--- src/rtl/hpdl1414_pkg.sv ---
// Shared definitions for the HPDL-1414 writer: FSM states, character codes and
// the mapping from a screen position (0 = leftmost) to display select and digit address.
package hpdl1414_pkg;

    typedef enum logic [2:0] {
        INIT,
        IDLE,
        SETUP,
        STROBE,
        HOLD,
        NEXT
    } state_t;

    localparam int          NUM_POS    = 16;
    localparam logic [7:0]  CHAR_CR    = 8'h0D;
    localparam logic [7:0]  CHAR_FF    = 8'h0C;
    localparam logic [6:0]  CHAR_SPACE = 7'h20;

    typedef struct packed {
        logic [1:0] disp;
        logic [1:0] addr;
    } pos_map_t;

    // Each HPDL-1414 numbers its digits right to left, so the address is mirrored.
    function automatic pos_map_t map_pos(input logic [3:0] pos);
        pos_map_t m;
        m.disp = pos[3:2];
        m.addr = 2'd3 - pos[1:0];
        return m;
    endfunction

    function automatic logic [7:0] fold_case(input logic [7:0] c);
        return (c >= 8'h60 && c <= 8'h7E) ? c - 8'h20 : c;
    endfunction

    function automatic logic is_printable(input logic [7:0] c);
        return (c >= 8'h20) && (c <= 8'h5F);
    endfunction

endpackage

--- src/rtl/hpdl1414_strobe.sv ---
// Single-position bus write: SETUP_CYC cycles of address/data, WR_CYC cycles of one
// WR line low, HOLD_CYC cycles of hold. A start in idle launches it; done pulses in the last hold cycle.
module hpdl1414_strobe #(
    parameter int SETUP_CYC = 2,
    parameter int WR_CYC    = 3,
    parameter int HOLD_CYC  = 2
) (
    input  logic       clk,
    input  logic       rst,
    input  logic       start,
    input  logic [6:0] data,
    input  logic [1:0] addr,
    input  logic [1:0] disp,
    output logic [6:0] hpdl_d,
    output logic [1:0] hpdl_a,
    output logic [3:0] hpdl_wr_n,
    output logic       done
);
    import hpdl1414_pkg::*;

    state_t      phase;
    logic [15:0] cnt;
    logic [1:0]  disp_q;

    assign done = (phase == HOLD) && (cnt == '0);

    // NOTE: state registers use non-blocking assignments so every flop samples
    // the pre-edge values; blocking here would create order-dependent races.
    always_ff @(posedge clk or posedge rst) begin
        if (rst) begin
            phase     <= IDLE;
            cnt       <= '0;
            disp_q    <= '0;
            hpdl_d    <= '0;
            hpdl_a    <= '0;
            hpdl_wr_n <= 4'hF;
        end else begin
            case (phase)
                IDLE: begin
                    if (start) begin
                        phase  <= SETUP;
                        cnt    <= 16'(SETUP_CYC - 1);
                        hpdl_d <= data;
                        hpdl_a <= addr;
                        disp_q <= disp;
                    end
                end
                SETUP: begin
                    if (cnt == '0) begin
                        phase     <= STROBE;
                        cnt       <= 16'(WR_CYC - 1);
                        hpdl_wr_n <= ~(4'b0001 << disp_q);
                    end else begin
                        cnt <= cnt - 16'd1;
                    end
                end
                STROBE: begin
                    if (cnt == '0) begin
                        phase     <= HOLD;
                        cnt       <= 16'(HOLD_CYC - 1);
                        hpdl_wr_n <= 4'hF;
                    end else begin
                        cnt <= cnt - 16'd1;
                    end
                end
                HOLD: begin
                    if (cnt == '0) begin
                        phase  <= IDLE;
                        hpdl_d <= '0;
                        hpdl_a <= '0;
                    end else begin
                        cnt <= cnt - 16'd1;
                    end
                end
                default: begin
                    phase     <= IDLE;
                    hpdl_wr_n <= 4'hF;
                end
            endcase
        end
    end

endmodule

--- src/rtl/hpdl1414_writer.sv ---
// Terminal-style writer for four HPDL-1414 displays fed by a byte stream.
// Define HPDL_SCROLL_EN to scroll the line left when a character arrives at the end instead of wrapping.
module hpdl1414_writer #(
    parameter int SETUP_CYC = 2,
    parameter int WR_CYC    = 3,
    parameter int HOLD_CYC  = 2
) (
    input  logic       CLK_i,
    input  logic       RST_i,
    input  logic [7:0] char_i,
    input  logic       char_valid_i,
    output logic       char_ready_o,
    output logic [6:0] hpdl_d_o,
    output logic [1:0] hpdl_a_o,
    output logic [3:0] hpdl_wr_n_o,
    output logic       busy_o
);
    import hpdl1414_pkg::*;

    state_t     state;
    logic [6:0] buffer [NUM_POS];
    logic [4:0] cursor;
    logic [3:0] pos;
    logic       rewrite_all;

    logic [7:0] folded;
    logic       is_print;
    logic       single_write;
    logic [3:0] wr_pos;

    logic       start;
    logic [3:0] start_pos;
    logic [6:0] start_data;
    pos_map_t   start_map;
    logic       done;

    assign folded   = fold_case(char_i);
    assign is_print = is_printable(folded);
    assign wr_pos   = (cursor == 5'd16) ? 4'd0 : cursor[3:0];

`ifdef HPDL_SCROLL_EN
    assign single_write = is_print && (cursor != 5'd16);
`else
    assign single_write = is_print;
`endif

    assign char_ready_o = (state == IDLE);
    assign busy_o       = (state != IDLE);

    // The strober is launched in the acceptance cycle so d/a appear one cycle after the transfer.
    // NOTE: every signal assigned in this block gets a default first, so no path can infer a latch.
    always_comb begin
        start      = 1'b0;
        start_pos  = pos;
        start_data = buffer[pos];
        case (state)
            INIT, NEXT: start = 1'b1;
            IDLE: begin
                if (char_valid_i && single_write) begin
                    start      = 1'b1;
                    start_pos  = wr_pos;
                    start_data = folded[6:0];
                end
            end
            default: ;
        endcase
    end

    assign start_map = map_pos(start_pos);

    hpdl1414_strobe #(
        .SETUP_CYC (SETUP_CYC),
        .WR_CYC    (WR_CYC),
        .HOLD_CYC  (HOLD_CYC)
    ) u_strobe (
        .clk       (CLK_i),
        .rst       (RST_i),
        .start     (start),
        .data      (start_data),
        .addr      (start_map.addr),
        .disp      (start_map.disp),
        .hpdl_d    (hpdl_d_o),
        .hpdl_a    (hpdl_a_o),
        .hpdl_wr_n (hpdl_wr_n_o),
        .done      (done)
    );

    // SETUP here means "write in flight": the strober walks its own SETUP/STROBE/HOLD phases.
    // NOTE: the shadow buffer is reset on purpose so INIT can blank the displays straight from it.
    always_ff @(posedge CLK_i or posedge RST_i) begin
        if (RST_i) begin
            state       <= INIT;
            cursor      <= '0;
            pos         <= '0;
            rewrite_all <= 1'b1;
            for (int i = 0; i < NUM_POS; i++) buffer[i] <= CHAR_SPACE;
        end else begin
            case (state)
                INIT: begin
                    pos         <= '0;
                    rewrite_all <= 1'b1;
                    state       <= SETUP;
                end
                IDLE: begin
                    if (char_valid_i) begin
                        if (single_write) begin
                            buffer[wr_pos] <= folded[6:0];
                            cursor         <= {1'b0, wr_pos} + 5'd1;
                            rewrite_all    <= 1'b0;
                            state          <= SETUP;
                        end
`ifdef HPDL_SCROLL_EN
                        else if (is_print) begin
                            for (int i = 0; i < NUM_POS - 1; i++) buffer[i] <= buffer[i+1];
                            buffer[NUM_POS-1] <= folded[6:0];
                            pos               <= '0;
                            rewrite_all       <= 1'b1;
                            state             <= NEXT;
                        end
`endif
                        else if (char_i == CHAR_CR) begin
                            cursor <= '0;
                        end else if (char_i == CHAR_FF) begin
                            for (int i = 0; i < NUM_POS; i++) buffer[i] <= CHAR_SPACE;
                            cursor      <= '0;
                            pos         <= '0;
                            rewrite_all <= 1'b1;
                            state       <= NEXT;
                        end
                    end
                end
                SETUP: begin
                    if (done) begin
                        if (rewrite_all && (pos != 4'd15)) begin
                            pos   <= pos + 4'd1;
                            state <= NEXT;
                        end else begin
                            state <= IDLE;
                        end
                    end
                end
                NEXT: state <= SETUP;
                default: state <= INIT;
            endcase
        end
    end

endmodule

--- config.mk ---
export PLATFORM = sky130hd
export DESIGN_NAME = hpdl1414_writer
export DESIGN_NICKNAME = d
export VERILOG_FILES = /design/src/rtl/hpdl1414_pkg.sv /design/src/rtl/hpdl1414_strobe.sv /design/src/rtl/hpdl1414_writer.sv
export SDC_FILE = /design/constraint.sdc
export NUM_CORES = 1
export LEC_CHECK = 0
export ABC_AREA = 1
export BUFFER_PORTS_ARGS = -buffer_cell sky130_fd_sc_hd__buf_2
export CAP_MARGIN = 5
export CORE_MARGIN = 5
export CORE_UTILIZATION = 57
export DETAILED_ROUTE_END_ITERATION = 8
export PLACE_DENSITY_LB_ADDON = 0.15
export SYNTH_ARGS = -nofsm -noshare
export SYNTH_HDL_FRONTEND = slang
export SYNTH_SLANG_ARGS = --single-unit
--- constraint.sdc ---
create_clock -name CLK_i -period 11.7 [get_ports CLK_i]
set_clock_uncertainty 0.05 [all_clocks]
set_input_delay 1.755 -clock CLK_i [delete_from_list [all_inputs] [get_ports CLK_i]]
set_output_delay 1.755 -clock CLK_i [all_outputs]
set_load 0.02 [all_outputs]
==> results.yml <==
run_status:
  run_status: "completed"
yosys:
  synth_top_family_by_area: "simple AND/OR/NAND/NOR gates"
  synthesis.area_um2: 8777
  synth-simple-area-share_pct: 39.53
  synth_warnings: 0
  synth.top_cells.by_area: "sky130_fd_sc_hd__dfrtp_1, sky130_fd_sc_hd__nand2_1, sky130_fd_sc_hd__dfstp_2"
  synth_nets: 1215
  synth.area.mux_share_pct: 0
  syn_avg_cell_area_um2: 7.351
  post-synth-top-area-fraction_pct: 39.06
  post_synth_inst_count: 1194
  synth.ff_latch_count: 159
  synth-xor-area-share_pct: 0.5987
  area_fraction_in_compound_gates_after_synthesis_pct: 6.814
  yosys_most_used_dff: "sky130_fd_sc_hd__dfrtp_1"
  synth_top_cell_by_area: "sky130_fd_sc_hd__dfrtp_1"
  yosysUniqueCellTypes: 41
  synth_edf_count: 0
  ys_async_sr_fraction_pct: 100.0
  synth_adder_area_share_pct: 1.426
  ys_seq_area_share_pct: 45.65
setup_path:
  cp-start-kind: "input port"
  critical_path_class: "in2reg"
  crit_slowest_cell: "sky130_fd_sc_hd__nand2_2"
  worstPathArrival_ps: 3680
  critical_path_required_ps: 12000
  worstPathBufferInverterCount: 2
  critPathCaptureType: "flop"
  rr_worst_depth: 13
  critical-path-top-cell-by-count: "sky130_fd_sc_hd__nand2_2"
  worst_path_dominant_cell_family: "simple AND/OR/NAND/NOR gates"
  critPathMaxFanout: 24
  cp_cell_sequence: "buf_2 > inv_1 > ha_1 > nand3_1 > nand2_2 > nand2_2 > nand3_4 > nand3_2 > nand2_2 > nand2_1 > o21ai_1"
  critical_path.max_stage_delay_ps: 450
  worst_path_depth: 11
global_routing:
  grt_overflow_total: 0
  grt_antenna_before_repair: 0
  pin_count_of_the_biggest_net_entering_global_routing: 98
  track_usage_pct: 26.29
  grt_pass1_wl_um: 37890
  number_of_global_route_vias_before_repair: 7514
layout:
  nets: 1223
  share_of_cells_above_drive_strength_1_pct: 11.77
  num-fill-cells: 1363
  p_r_area_growth_vs_syn_pct: 8.411
  final_cell_area_um2: 9515
  finish.utilization_pct: 62.83
  layout.cells.most_common: "sky130_fd_sc_hd__nand2_1"
  fin_cells: 1403
  num_antenna_cells: 0
  mostFrequentLayoutCells: "sky130_fd_sc_hd__nand2_1, sky130_fd_sc_hd__dfrtp_1, sky130_fd_sc_hd__nand3_1"
route:
  wire_per_inst_um: 16.00
  firstDrtPassIters: 5
  drcViolationCount: 0
  route.detailed.vias_per_inst: 5.557
  post_route_wl_um: 22450
  vias: 7797
  drt_first_iter_violations: 886
  ant_nets: 0
timing:
  layout_worst_path_cycle_share_pct: 28.96
  final-hold-violation-count: 0
  max_freq_mhz: 295.1
  setup_viol_count_final: 0
  fin_ws_ps: 8312
  relSlewSlack_pct: 40.95
  timing_worst_slew_pin_value_ps: 885.7
  maxSlewViolCount: 0
  fin_tns_setup_ps: 0
  setup_repair_after_global_routing_missed_its_margin: "false"
  finalWorstPathRequiredPeriod_ps: 3388
clocking:
  cts_inserted_buffers: 17
  post_cts_resized: 0
  clk-insertion-delay-late_ps: 430
  cts_sinks: 159
  cts.htree.levels: 4
  post_cts.repair.setup_buffers: 0
  tritoncts: "yes"
  clk_path_buf_depth: 2
  holdBufCountCts: 0
  path_clk_slew_ps: 60
  cts_root_buf: "sky130_fd_sc_hd__clkbuf_16"
place:
  place.detailed.hpwl_um: 14700
  placement.io_buffers: 25
  gp_routability_congestion: 0.8788
  dpl.cell_count: 1371
  pre_cts_slack_ps: 7883
  cell_area_reported_after_detailed_placement_um2: 8919
floorplanning:
  die_area_um2: 17980
  io_pins: 26
  initial_core_util_pct: 57.95
  design.core.area_um2: 15150
  y_dimension_of_the_die_um: 134.1
  die_width_um: 134.1
  rows: 45
power:
  leakage_dissipation_nw: 4.960
  ir_drop_mv: 0.1315
  cell_area_power_density_nw_per_um2: 225.3
worst_hold_path:
  hold_depth: 2
  hp-class: "reg2reg"
run:
  timing.max_cap.violations: 0
-- path summary, 6_finish.rpt --
kind,slack [ps],end,start
setup / recovery,8310,u_strobe.cnt[5],char_i[6]
hold / removal,410,rewrite_all,rewrite_all
setup reg to reg,9010,u_strobe.hpdl_d[4],pos[0]
hold reg to reg,410,rewrite_all,rewrite_all
max in group asynchronous,8810,buffer[49],RST_i
min in group asynchronous,1460,buffer[71],RST_i
-- registers in the layout, summed over array words and instances (netlist names) --
| register | cells |
|---|---|
| cursor | 5 |
| u_strobe.phase | 3 |
| u_strobe.disp_q | 2 |
| state | 3 |
| u_strobe.hpdl_d | 7 |
| buffer | 112 |
| pos | 4 |
| rewrite_all | 1 |
| u_strobe.hpdl_wr_n | 4 |
| u_strobe.hpdl_a | 2 |
| u_strobe.cnt | 16 |
-- cell type report --
| type | instances | area, µm² | area share [%] |
|---|---|---|---|
| timing repair buffer | 31 | 170.2 | 1.788 |
| clock buffer | 23 | 488.0 | 5.128 |
| tap | 188 | 235.2 | 2.472 |
| sequential | 159 | 4008 | 42.12 |
| multi-input combinational | 928 | 4250 | 44.67 |
| clock inverter | 9 | 108.9 | 1.144 |
| inverter | 65 | 255.2 | 2.682 |
-- kinds of logic (layout without fill, tap and decap cells) --
| kind of cell | Yosys count | in the layout |
|---|---|---|
| adder cells (fa/ha/maj) | 10 | 10 |
| XOR/XNOR | 6 | 6 |
| buffers and inverters | 107 | 128 |
| AO/OA/AOI/OAI | 100 | 100 |
| flip-flops | 159 | 159 |
| AND/OR/NAND/NOR | 812 | 812 |
-- worst min-delay path, delay by kind of cell, from the launching register on --
family	cells	cell delay, ps
DFF	1	360
and+or+nand+nor	2	90
-- synth_stat cells, types with 2 or more instances --
library cell / number
sky130_fd_sc_hd__nand2_1: 568
sky130_fd_sc_hd__dfrtp_1: 137
sky130_fd_sc_hd__nand3_1: 111
sky130_fd_sc_hd__nor2_1: 62
sky130_fd_sc_hd__inv_1: 55
sky130_fd_sc_hd__o21ai_0: 29
sky130_fd_sc_hd__a21oi_1: 27
sky130_fd_sc_hd__nand4_1: 26
sky130_fd_sc_hd__dfstp_2: 22
sky130_fd_sc_hd__nand3_2: 17
sky130_fd_sc_hd__o21ai_2: 15
sky130_fd_sc_hd__buf_2: 13
sky130_fd_sc_hd__o21ai_1: 13
sky130_fd_sc_hd__clkbuf_1: 12
sky130_fd_sc_hd__ha_1: 10
sky130_fd_sc_hd__buf_6: 9
sky130_fd_sc_hd__nand2_2: 8
sky130_fd_sc_hd__a21o_1: 6
sky130_fd_sc_hd__buf_4: 6
sky130_fd_sc_hd__nor3_1: 6
sky130_fd_sc_hd__xor2_1: 6
sky130_fd_sc_hd__inv_2: 5
sky130_fd_sc_hd__a41oi_1: 4
sky130_fd_sc_hd__nor2_4: 4
sky130_fd_sc_hd__clkinv_1: 3
sky130_fd_sc_hd__nand2_4: 3
sky130_fd_sc_hd__a31oi_1: 2
sky130_fd_sc_hd__nor2_2: 2
-- metrics by stage --
step	total power (W)	hold slack (ps)
4_1_cts	0.002152	412.1
5_1_grt	0.002299	422.9
3_5_place_dp	0.001586	402.5
6_report	0.002144	410.3
3_3_place_gp	0.001573	400.4
2_1_floorplan	0.001379	391.6
-- power breakdown --
part / switching (W) / leakage (nW) / total [W] / internal, W
sequential: 0.000100 / 2.08 / 0.000820 / 0.000720
clock: 0.000222 / 0.281 / 0.000558 / 0.000336
combinational: 0.000537 / 2.59 / 0.000765 / 0.000228
-- layer usage --
layer	GRT usage (%)	up-vias	part of all wire, %
li1	-	3852	-
met1	37.66	3671	45
met2	40.29	241	46
met3	4.764	33	6.0
met4	9.672	0	2.0
met5	0	-	0
Power figures use the tool's default switching activity.
